### src/rtl/ethpipe_rx_ring.sv
// ethpipe_rx_ring
// GMII receive engine that strips preamble/SFD, packs received bytes into
// DATA_BYTES-wide memory words and writes each frame into one of SLOT_NUM
// ring slots. A one-cycle descriptor strobe reports each completed frame;
// slots are recycled by a release pulse from the consumer.
//
// Ports
//   gmii_rx_clk      sole clock, rising edge
//   sys_rst_n        asynchronous active-low reset
//   global_counter   free-running timestamp, sampled on the SFD cycle
//   gmii_rxd/dv/er   GMII receive pins
//   mem_data         write data, lane k = [8k+7:8k]
//   mem_byte_en      per-lane write enable
//   mem_addr         {slot, word index}
//   mem_wr_en        write strobe (one cycle per word)
//   slot_release     one-cycle pulse, frees the oldest filled slot
//   desc_valid       one-cycle frame-complete strobe
//   desc_slot/len/timestamp/err   frame metadata, valid with desc_valid
//   slots_used       filled, unreleased slot count
//   drop_count       frames dropped on a full ring, saturating
module ethpipe_rx_ring #(
  parameter int DATA_BYTES  = 4,
  parameter int SLOT_NUM    = 4,
  parameter int SLOT_ADDR_W = 9
) (
  input  logic                                    gmii_rx_clk,
  input  logic                                    sys_rst_n,
  input  logic [63:0]                             global_counter,
  input  logic [7:0]                              gmii_rxd,
  input  logic                                    gmii_rx_dv,
  input  logic                                    gmii_rx_er,
  output logic [8*DATA_BYTES-1:0]                 mem_data,
  output logic [DATA_BYTES-1:0]                   mem_byte_en,
  output logic [$clog2(SLOT_NUM)+SLOT_ADDR_W-1:0] mem_addr,
  output logic                                    mem_wr_en,
  input  logic                                    slot_release,
  output logic                                    desc_valid,
  output logic [$clog2(SLOT_NUM)-1:0]             desc_slot,
  output logic [11:0]                             desc_len,
  output logic [63:0]                             desc_timestamp,
  output logic                                    desc_err,
  output logic [$clog2(SLOT_NUM):0]               slots_used,
  output logic [15:0]                             drop_count
);

  localparam int SLOT_W = $clog2(SLOT_NUM);
  localparam int LANE_W = (DATA_BYTES > 1) ? $clog2(DATA_BYTES) : 1;
  localparam int ADDR_W = SLOT_W + SLOT_ADDR_W;
  // Bytes a single slot can hold; also the saturation value of desc_len.
  localparam logic [11:0]       CAP_BYTES  = 12'(DATA_BYTES * (2 ** SLOT_ADDR_W));
  localparam logic [LANE_W-1:0] LAST_LANE  = LANE_W'(DATA_BYTES - 1);
  localparam logic [SLOT_W:0]   FULL_SLOTS = (SLOT_W + 1)'(SLOT_NUM);
  localparam logic [11:0]       MIN_LEN    = 12'd64;

  localparam logic [2:0] S_WAIT_IDLE = 3'd0;
  localparam logic [2:0] S_IDLE      = 3'd1;
  localparam logic [2:0] S_PREAMBLE  = 3'd2;
  localparam logic [2:0] S_DATA      = 3'd3;
  localparam logic [2:0] S_FLUSH     = 3'd4;
  localparam logic [2:0] S_DONE      = 3'd5;
  localparam logic [2:0] S_DROP      = 3'd6;

  logic [2:0]               state_q, state_d;
  logic [SLOT_W-1:0]        wr_slot_q, wr_slot_d;
  logic [SLOT_W-1:0]        rd_slot_q, rd_slot_d;
  logic [SLOT_W:0]          slots_used_q, slots_used_d;
  logic [15:0]              drop_count_q, drop_count_d;
  logic [11:0]              byte_cnt_q, byte_cnt_d;
  logic [LANE_W-1:0]        lane_q, lane_d;
  logic [SLOT_ADDR_W-1:0]   word_q, word_d;
  logic [8*DATA_BYTES-1:0]  buf_q, buf_d;
  logic [63:0]              ts_q, ts_d;
  logic                     er_seen_q, er_seen_d;
  logic                     ovf_q, ovf_d;

  logic [8*DATA_BYTES-1:0]  mem_data_q, mem_data_d;
  logic [DATA_BYTES-1:0]    mem_byte_en_q, mem_byte_en_d;
  logic [ADDR_W-1:0]        mem_addr_q, mem_addr_d;
  logic                     mem_wr_en_q, mem_wr_en_d;
  logic                     desc_valid_q, desc_valid_d;
  logic [SLOT_W-1:0]        desc_slot_q, desc_slot_d;
  logic [11:0]              desc_len_q, desc_len_d;
  logic [63:0]              desc_ts_q, desc_ts_d;
  logic                     desc_err_q, desc_err_d;

  logic [8*DATA_BYTES-1:0]  merged;
  logic [DATA_BYTES-1:0]    partial_be;
  logic                     slot_inc;
  logic                     slot_dec;

  // merged: the word buffer with the incoming byte dropped into its lane.
  // partial_be: lanes already filled in the buffer (used by the flush write).
  for (genvar gi = 0; gi < DATA_BYTES; gi++) begin : g_lane
    assign merged[8*gi +: 8] = (lane_q == LANE_W'(gi)) ? gmii_rxd : buf_q[8*gi +: 8];
    assign partial_be[gi]    = (LANE_W'(gi) < lane_q);
  end

  always_comb begin
    state_d       = state_q;
    wr_slot_d     = wr_slot_q;
    rd_slot_d     = rd_slot_q;
    slots_used_d  = slots_used_q;
    drop_count_d  = drop_count_q;
    byte_cnt_d    = byte_cnt_q;
    lane_d        = lane_q;
    word_d        = word_q;
    buf_d         = buf_q;
    ts_d          = ts_q;
    er_seen_d     = er_seen_q;
    ovf_d         = ovf_q;
    mem_data_d    = mem_data_q;
    mem_byte_en_d = mem_byte_en_q;
    mem_addr_d    = mem_addr_q;
    mem_wr_en_d   = 1'b0;
    desc_valid_d  = 1'b0;
    desc_slot_d   = desc_slot_q;
    desc_len_d    = desc_len_q;
    desc_ts_d     = desc_ts_q;
    desc_err_d    = desc_err_q;
    slot_inc      = 1'b0;
    // A release with nothing filled has nothing to free.
    slot_dec      = slot_release && (slots_used_q != '0);

    case (state_q)
      S_WAIT_IDLE: begin
        // Ignore the tail of any frame that was in flight at reset.
        if (!gmii_rx_dv) state_d = S_IDLE;
      end
      S_IDLE: begin
        if (gmii_rx_dv) begin
          if (slots_used_q == FULL_SLOTS) begin
            state_d = S_DROP;
            if (drop_count_q != 16'hFFFF) drop_count_d = drop_count_q + 16'd1;
          end else begin
            state_d = S_PREAMBLE;
          end
        end
      end
      S_PREAMBLE: begin
        if (!gmii_rx_dv) begin
          state_d = S_IDLE;
        end else if (gmii_rxd == 8'hD5) begin
          state_d    = S_DATA;
          ts_d       = global_counter;
          byte_cnt_d = '0;
          lane_d     = '0;
          word_d     = '0;
          buf_d      = '0;
          er_seen_d  = 1'b0;
          ovf_d      = 1'b0;
        end
      end
      S_DATA: begin
        if (gmii_rx_er) er_seen_d = 1'b1;
        if (gmii_rx_dv) begin
          if (byte_cnt_q < CAP_BYTES) begin
            byte_cnt_d = byte_cnt_q + 12'd1;
            if (lane_q == LAST_LANE) begin
              mem_wr_en_d   = 1'b1;
              mem_data_d    = merged;
              mem_byte_en_d = '1;
              mem_addr_d    = {wr_slot_q, word_q};
              // Cleared so a later partial word carries zeros in unused lanes.
              buf_d         = '0;
              lane_d        = '0;
              word_d        = word_q + 1'b1;
            end else begin
              buf_d  = merged;
              lane_d = lane_q + 1'b1;
            end
          end else begin
            // Slot full: discard and flag, never address past the slot.
            ovf_d = 1'b1;
          end
        end else begin
          state_d = S_FLUSH;
          if (lane_q != '0) begin
            mem_wr_en_d   = 1'b1;
            mem_data_d    = buf_q;
            mem_byte_en_d = partial_be;
            mem_addr_d    = {wr_slot_q, word_q};
          end
        end
      end
      S_FLUSH: begin
        state_d      = S_DONE;
        desc_valid_d = 1'b1;
        desc_slot_d  = wr_slot_q;
        desc_len_d   = byte_cnt_q;
        desc_ts_d    = ts_q;
        desc_err_d   = er_seen_q | ovf_q | (byte_cnt_q < MIN_LEN);
        wr_slot_d    = wr_slot_q + 1'b1;
        slot_inc     = 1'b1;
      end
      S_DONE: begin
        state_d = S_IDLE;
      end
      S_DROP: begin
        if (!gmii_rx_dv) state_d = S_IDLE;
      end
      default: begin
        state_d = S_WAIT_IDLE;
      end
    endcase

    // Simultaneous fill and release cancel out.
    if (slot_inc && !slot_dec) begin
      slots_used_d = slots_used_q + 1'b1;
    end else if (slot_dec && !slot_inc) begin
      slots_used_d = slots_used_q - 1'b1;
    end
    if (slot_dec) rd_slot_d = rd_slot_q + 1'b1;
  end

  always_ff @(posedge gmii_rx_clk or negedge sys_rst_n) begin
    if (!sys_rst_n) begin
      state_q       <= S_WAIT_IDLE;
      wr_slot_q     <= '0;
      rd_slot_q     <= '0;
      slots_used_q  <= '0;
      drop_count_q  <= '0;
      byte_cnt_q    <= '0;
      lane_q        <= '0;
      word_q        <= '0;
      buf_q         <= '0;
      ts_q          <= '0;
      er_seen_q     <= 1'b0;
      ovf_q         <= 1'b0;
      mem_data_q    <= '0;
      mem_byte_en_q <= '0;
      mem_addr_q    <= '0;
      mem_wr_en_q   <= 1'b0;
      desc_valid_q  <= 1'b0;
      desc_slot_q   <= '0;
      desc_len_q    <= '0;
      desc_ts_q     <= '0;
      desc_err_q    <= 1'b0;
    end else begin
      state_q       <= state_d;
      wr_slot_q     <= wr_slot_d;
      rd_slot_q     <= rd_slot_d;
      slots_used_q  <= slots_used_d;
      drop_count_q  <= drop_count_d;
      byte_cnt_q    <= byte_cnt_d;
      lane_q        <= lane_d;
      word_q        <= word_d;
      buf_q         <= buf_d;
      ts_q          <= ts_d;
      er_seen_q     <= er_seen_d;
      ovf_q         <= ovf_d;
      mem_data_q    <= mem_data_d;
      mem_byte_en_q <= mem_byte_en_d;
      mem_addr_q    <= mem_addr_d;
      mem_wr_en_q   <= mem_wr_en_d;
      desc_valid_q  <= desc_valid_d;
      desc_slot_q   <= desc_slot_d;
      desc_len_q    <= desc_len_d;
      desc_ts_q     <= desc_ts_d;
      desc_err_q    <= desc_err_d;
    end
  end

  assign mem_data       = mem_data_q;
  assign mem_byte_en    = mem_byte_en_q;
  assign mem_addr       = mem_addr_q;
  assign mem_wr_en      = mem_wr_en_q;
  assign desc_valid     = desc_valid_q;
  assign desc_slot      = desc_slot_q;
  assign desc_len       = desc_len_q;
  assign desc_timestamp = desc_ts_q;
  assign desc_err       = desc_err_q;
  assign slots_used     = slots_used_q;
  assign drop_count     = drop_count_q;

endmodule

### config.mk
export PLATFORM = sky130hd
export DESIGN_NAME = ethpipe_rx_ring
export DESIGN_NICKNAME = d
export VERILOG_FILES = /design/src/rtl/ethpipe_rx_ring.sv
export SDC_FILE = /design/constraint.sdc
export NUM_CORES = 1
export LEC_CHECK = 0
export ABC_AREA = 1
export BUFFER_PORTS_ARGS = -buffer_cell sky130_fd_sc_hd__buf_2
export CAP_MARGIN = 20
export CORE_ASPECT_RATIO = 1.5
export CORE_MARGIN = 2
export CORE_UTILIZATION = 45
export CTS_CLUSTER_DIAMETER = 100
export CTS_CLUSTER_SIZE = 40
export DETAILED_ROUTE_END_ITERATION = 8
export PLACE_DENSITY = 0.69
export SETUP_SLACK_MARGIN = 0.2
export SLEW_MARGIN = 10
export SYNTH_ARGS = -nofsm -noshare
export SYNTH_HDL_FRONTEND = slang
export SYNTH_SLANG_ARGS = --single-unit
### constraint.sdc
create_clock -name gmii_rx_clk -period 2 [get_ports gmii_rx_clk]
set_input_delay 0 -clock gmii_rx_clk [delete_from_list [all_inputs] [get_ports gmii_rx_clk]]
set_output_delay 0 -clock gmii_rx_clk [all_outputs]
set_load 0.05 [all_outputs]
* Yosys cells after proc, flatten, opt, wreduce, memory -nomap -nowiden
Cells that the tools add are included.
** Storage, ports and cells
- Bits in registers :: 273
- Bits of input ports :: 77
- Output and inout bits :: 147
- Word-level logic and storage cells :: 142
** Operators by class
- Add/subtract/negate cells :: 7
- Order comparisons :: 6
- Equality and inequality tests :: 25
- Muxes and demuxes :: 61
- Bitwise operators :: 2
- Reductions and logical operators :: 21
** Operators with widths (number)
- 32-bit 2-to-1 mux :: 9
- 32-bit one-hot mux with 2 select lines :: 1
- 12-bit 2-to-1 mux :: 4
- 9-bit 2-to-1 mux :: 5
- 11-bit 2-to-1 mux :: 4
- 8-bit 2-to-1 mux :: 4
- 3-bit 2-to-1 mux :: 8
- 12-bit one-hot mux with 2 select lines :: 1
- 2-bit inequality test (second input constant) :: 10
- 3-bit one-hot mux with 6 select lines :: 1
- 9-bit one-hot mux with 2 select lines :: 1
- 16-bit by 1-bit adder with 16-bit output (second input constant) :: 1
- 4-bit 2-to-1 mux :: 4
- 16-bit inequality test (second input constant) :: 1
- 4-bit AND reduction :: 4
- 12-bit by 1-bit adder with 12-bit output (second input constant) :: 1
- 3-bit equality test (second input constant) :: 4
- 12-bit less-than comparator (second input constant) :: 1
- 12-bit by 7-bit less-than comparator with 1-bit output (second input constant) :: 1
- 1-bit 2-to-1 mux :: 11
- 2-bit 2-to-1 mux :: 5
- 5-bit AND reduction :: 2
- 9-bit by 1-bit adder with 9-bit output (second input constant) :: 1
- 8-bit equality test (second input constant) :: 1
- other kinds (23) :: 37

* Longest topological paths before layout
- Depth after elaboration :: 6
- Gate-level depth with buffers :: 11
- Mapped depth without buffers :: 9

* Worst setup path before layout
OpenSTA, ideal clock, no wires.
- Path kind :: register to register
- Start :: register state_q[0]
- End :: register slots_used_q[2] (netlist: slots_used[2])
- Setup time :: 0.131 ns
- Arrival :: 2.007 ns
- Required time :: 1.869 ns
- Path slack :: -0.138 ns
- Cell stages (with the launch flop) :: 12
- Clock period less this slack :: 2.138 ns
- Cells stage by stage :: dfrtp_1 > buf_4 > nor2_1 > nand2_1 > clkinv_1 > clkbuf_1 > ha_1 > inv_1 > fa_1 > a21oi_1 > o21ai_0 > xor2_1
** On the way
- Longest elaborated chain between the ends :: 5
- Elaborated cells between the ends (all ways) :: 7
- Those cells by class :: eq/ne: 1; mux: 2; reduce/logical: 4
** RTL lines
- start, declared :: RTL line 63 : logic [2:0] state_q, state_d;
- start signal, assigned :: RTL line 239 : state_q <= state_d;
- 3-bit equality test (*)
- 1-bit 2-to-1 mux (*)
- net desc_valid_d :: RTL line 80 : logic desc_valid_q, desc_valid_d;
- 1-bit zero test :: RTL line 209 : end else if (slot_dec && !slot_inc) begin
- 1-bit logical AND :: RTL line 209
- 2-bit nonzero test (no source line)
- end signal, assigned :: RTL line 242 : slots_used_q <= slots_used_d;
- end, declared :: RTL line 66 : logic [SLOT_W:0] slots_used_q, slots_used_d;
Mark *: on every way through the listed nets, which the timed path passes. The rest lies on a longest branch.
A chain may end at the register's enable or synchronous reset.

* Worst setup path in the final report
- Start :: register slots_used_q[0] (netlist: slots_used[0])
- End :: register slots_used_q[2] (netlist: slots_used[2])
** On the way
- Longest elaborated chain between the ends :: 5
- Elaborated cells between the ends (all ways) :: 10
- Those cells by class :: add/sub: 2; mux: 2; reduce/logical: 6
** RTL lines
- parallel branches: the longest is 5 deep, another holds 3-bit by 1-bit subtractor with 3-bit output
Several ways; the timed one is not identified. The select of a mux whose other input is x is not followed.

==> out/results.tsv <==
stage	metric	value	unit
run_status	status	completed	
worst_setup_path	cp_top_family	adder cells	
power	p_leak	0.008022	µW
route	drtIter0Drc	604	
yosys	muxShareOfSynthArea	0	%
power	power_density	1074	nW/µm²
floorplan	ios	224	
floorplan	dieWidth	137.1	µm
global_routing	grt_pass1_vias	9590	
run	cap_violations	0	
clock_tree	cts_root_buf	clkbuf_16	
worst_setup_path	critPathKind	flip-flop to flip-flop	
global_routing	grt_pass1_wl	47.57	mm
worst_setup_path	crit_path_max_incr_delay	460	ps
worst_setup_path	cp_slowest_cell	dfrtp_2	
route	top_layer_used	met4	
route	wl_met3	1.623	mm
route	dr.pass1.iters	5	
clock_tree	cts-buffers-inserted	10	
route	drc	0	
route	vias	10040	
worst_setup_path	path_buf_inv	2	
clock_tree	clock_latency	500	ps
global_routing	grt.total_usage	20.82	%
sta	worst_pin_slew	558.5	ps
worst_setup_path	timing.rr.start	slots_used[0]$_DFFE_PN0P_	
placed_design	placed_cells	1969	
final_layout	layout_common_cells	nand2_1 (711), dfrtp_1 (268), buf_2 (222), nor2_1 (84), o21ai_0 (77)	
placed_design	place_hpwl	18.76	mm
final_layout	final_util	55.58	%
power	ir_worst_vdd	0.8163	mV
floorplan	floorplan.rows	73	
worst_setup_path	endpoint_kind	flip-flop	
final_layout	nets	1811	
power	finalPower	15700	µW
yosys	synth_seq_area_share	57.17	%
yosys	syn-instance-count	1448	
worst_setup_path	rr_worst_depth	9	
global_routing	gr-total-overflow	0	
min_path	hp-class	input pin to asynchronous set/reset pin	
worst_setup_path	rrSetupSlack	200	ps
clock_tree	cts_tree	done	
route	wl	29.30	mm
sta	post-route-period-util	90.07	%
yosys	synth_nets	1534	
clock_tree	clkTransAtPathRegs	140	ps
floorplan	initial_core_util	45.43	%
yosys	synth_warnings	0	
yosys	yosys.area_share.simple	27.83	%
yosys	synthAdderAreaFrac	1.005	%
yosys	synthXorXnorAreaFrac	1.466	%
sta	setup_viol	0	
sta	relSlewSlack	62.77	%
worst_setup_path	critPathRequiredTime	2390	ps
placed_design	port_buffers	223	
sta	rsz0062_at_grt	yes	
global_routing	antenna_found_initial	0	
yosys	syn_avg_cell_area	8.253	µm²
floorplan	die_area	27900	µm²
yosys	synth_edf_count	0	
yosys	synth_top_family_by_area	simple AND/OR/NAND/NOR gates	
placed_design	place_congestion	0.8415	
sta	worst_hold_slack	102.0	ps
yosys	synth-main-ff-cell	dfrtp_1	
floorplan	coreArea	26310	µm²
final_layout	layout.cells.non_filler	2066	
global_routing	grt_max_degree	93	
route	viasPerCell	4.857	
yosys	synthArstFlopShare	100.0	%
sta	hold_viol_final	0	
sta	fmax	555.1	MHz
route	m1WireLength	12.26	mm
sta	drv_slew	0	
final_layout	syn2layout_area_growth	22.34	%
final_layout	layout_commonest_cell	nand2_1	
final_layout	diodes	0	
yosys	syn_area	11950	µm²
final_layout	fill_cells	2399	
clock_tree	clock-sinks	273	
worst_setup_path	path_cells	inv_2, nand2_2, o21ai_2, ha_2, inv_2, fa_2, a21oi_2, o21ai_2, xor2_1	
worst_setup_path	crit_path_start_kind	flip-flop	
yosys	synth_compound_area_share	6.837	%
sta	final.setup.tns	0	ps
clock_tree	cts_buffer_depth	3	
route	wire_per_inst	14.18	µm
yosys	synth_cell_types	29	
worst_setup_path	cp_max_fo	4	
clock_tree	htree_levels	1	
sta	layout_min_cycle_time	1801	ps
route	postRouteAntennaNets	0	
sta	skew	15.49	ps
final_layout	multi_input_area	4484	µm²
final_layout	seqCellArea	6838	µm²
yosys	ys_seq_elements	273	
worst_setup_path	r2r_end	slots_used[2]$_DFFE_PN0P_	
floorplan	die_y	203.6	µm
worst_setup_path	crit_arrival	2190	ps
route	wl_met2	14.66	mm
final_layout	final_layout_size_suffix_gt1_share	17.87	%
==> worst max-delay path by stage <==
stage,startpoint,slack [ps],depth (start not counted),to
after floorplan,state_q[0]$_DFFE_PN0P_,130,11,slots_used[2]$_DFFE_PN0P_
after global routing,slots_used[0]$_DFFE_PN0P_,100,9,slots_used[2]$_DFFE_PN0P_
after detailed placement,slots_used[1]$_DFFE_PN0P_,160,9,slots_used[2]$_DFFE_PN0P_
final,slots_used[0]$_DFFE_PN0P_,200,9,slots_used[2]$_DFFE_PN0P_
after global placement,state_q[0]$_DFFE_PN0P_,220,6,wr_slot_q[1]$_DFFE_PN0P_
after CTS,slots_used[1]$_DFFE_PN0P_,200,9,slots_used[2]$_DFFE_PN0P_
==> cell families after synthesis <==
logic type | after synthesis
simple gates | 857
xor+xnor | 20
compound gates | 143
flops | 273
fa+ha+maj | 9
buf+inv | 146
==> flip-flops by register name, summed over array words and instances (netlist names) <==
name / flops
drop_count: 16
mem_addr: 11
slots_used: 3
mem_byte_en: 4
word_q: 9
wr_slot_q: 2
desc_valid: 1
buf_q: 32
ts_q: 64
er_seen_q: 1
desc_timestamp: 64
ovf_q: 1
mem_wr_en: 1
state_q: 3
lane_q: 2
byte_cnt_q: 12
desc_len: 12
mem_data: 32
desc_err: 1
desc_slot: 2
==> report_power, final <==
group,switching [µW],total (µW),internal [µW]
clock network,1640,2670,1030
registers,563,7010,6450
logic,4380,6020,1640
total,6580,15700,9120
==> synthesized netlist by cell type (9+ instances only) <==
| master | count | area (µm²) |
|---|---|---|
| buf_6 | 13 | 146.4 |
| nand2_1 | 714 | 2680 |
| xnor2_1 | 11 | 96.34 |
| dfrtp_1 | 273 | 6832 |
| inv_1 | 75 | 281.5 |
| clkbuf_1 | 25 | 93.84 |
| o21ai_1 | 24 | 120.1 |
| nor2_1 | 85 | 319.1 |
| nand3_1 | 35 | 175.2 |
| o31ai_1 | 10 | 75.07 |
| xor2_1 | 9 | 78.83 |
| buf_2 | 22 | 110.1 |
| o21ai_2 | 9 | 78.83 |
| o211ai_1 | 17 | 127.6 |
| o21ai_0 | 80 | 400.4 |
==> worst min-delay path: stages <==
cell and delay [ps]:
dlygate4sd3_1 560, buf_8 180, buf_12 240
==> layer usage <==
metal / track usage (%) / up-vias
li1: - / 5041
met1: 26.38 / 4699
met2: 36.03 / 250
met3: 4.002 / 45
met4: 5.891 / 0
met5: 0 / -
==> cell type report <==
class	count	share of cell area (%)
sequential	273	46.77
multi-input combinational	1029	30.67
timing repair buffer	330	15.50
tap	337	2.884
inverter	81	2.139
clock buffer	15	1.985
clock inverter	1	0.05135
==> metrics by stage <==
step | instance area, µm² | setup WS (ps)
floorplan | 11970 | 126.5
finish | 14620 | 198.6
global placement | 13450 | 224.7
detailed placement | 13450 | 165.0
global route | 14620 | 104.3
CTS | 14540 | 200.4
==> repair_timing <==
action,in CTS,in global routing
buffers inserted,0,3
hold buffers,77,0
setup endpoints to repair,2,57
endpoints found under the hold margin,369,0
pin swaps,0,4
cloned,0,1
gates resized for setup,2,17
Power figures use the tool's default switching activity.
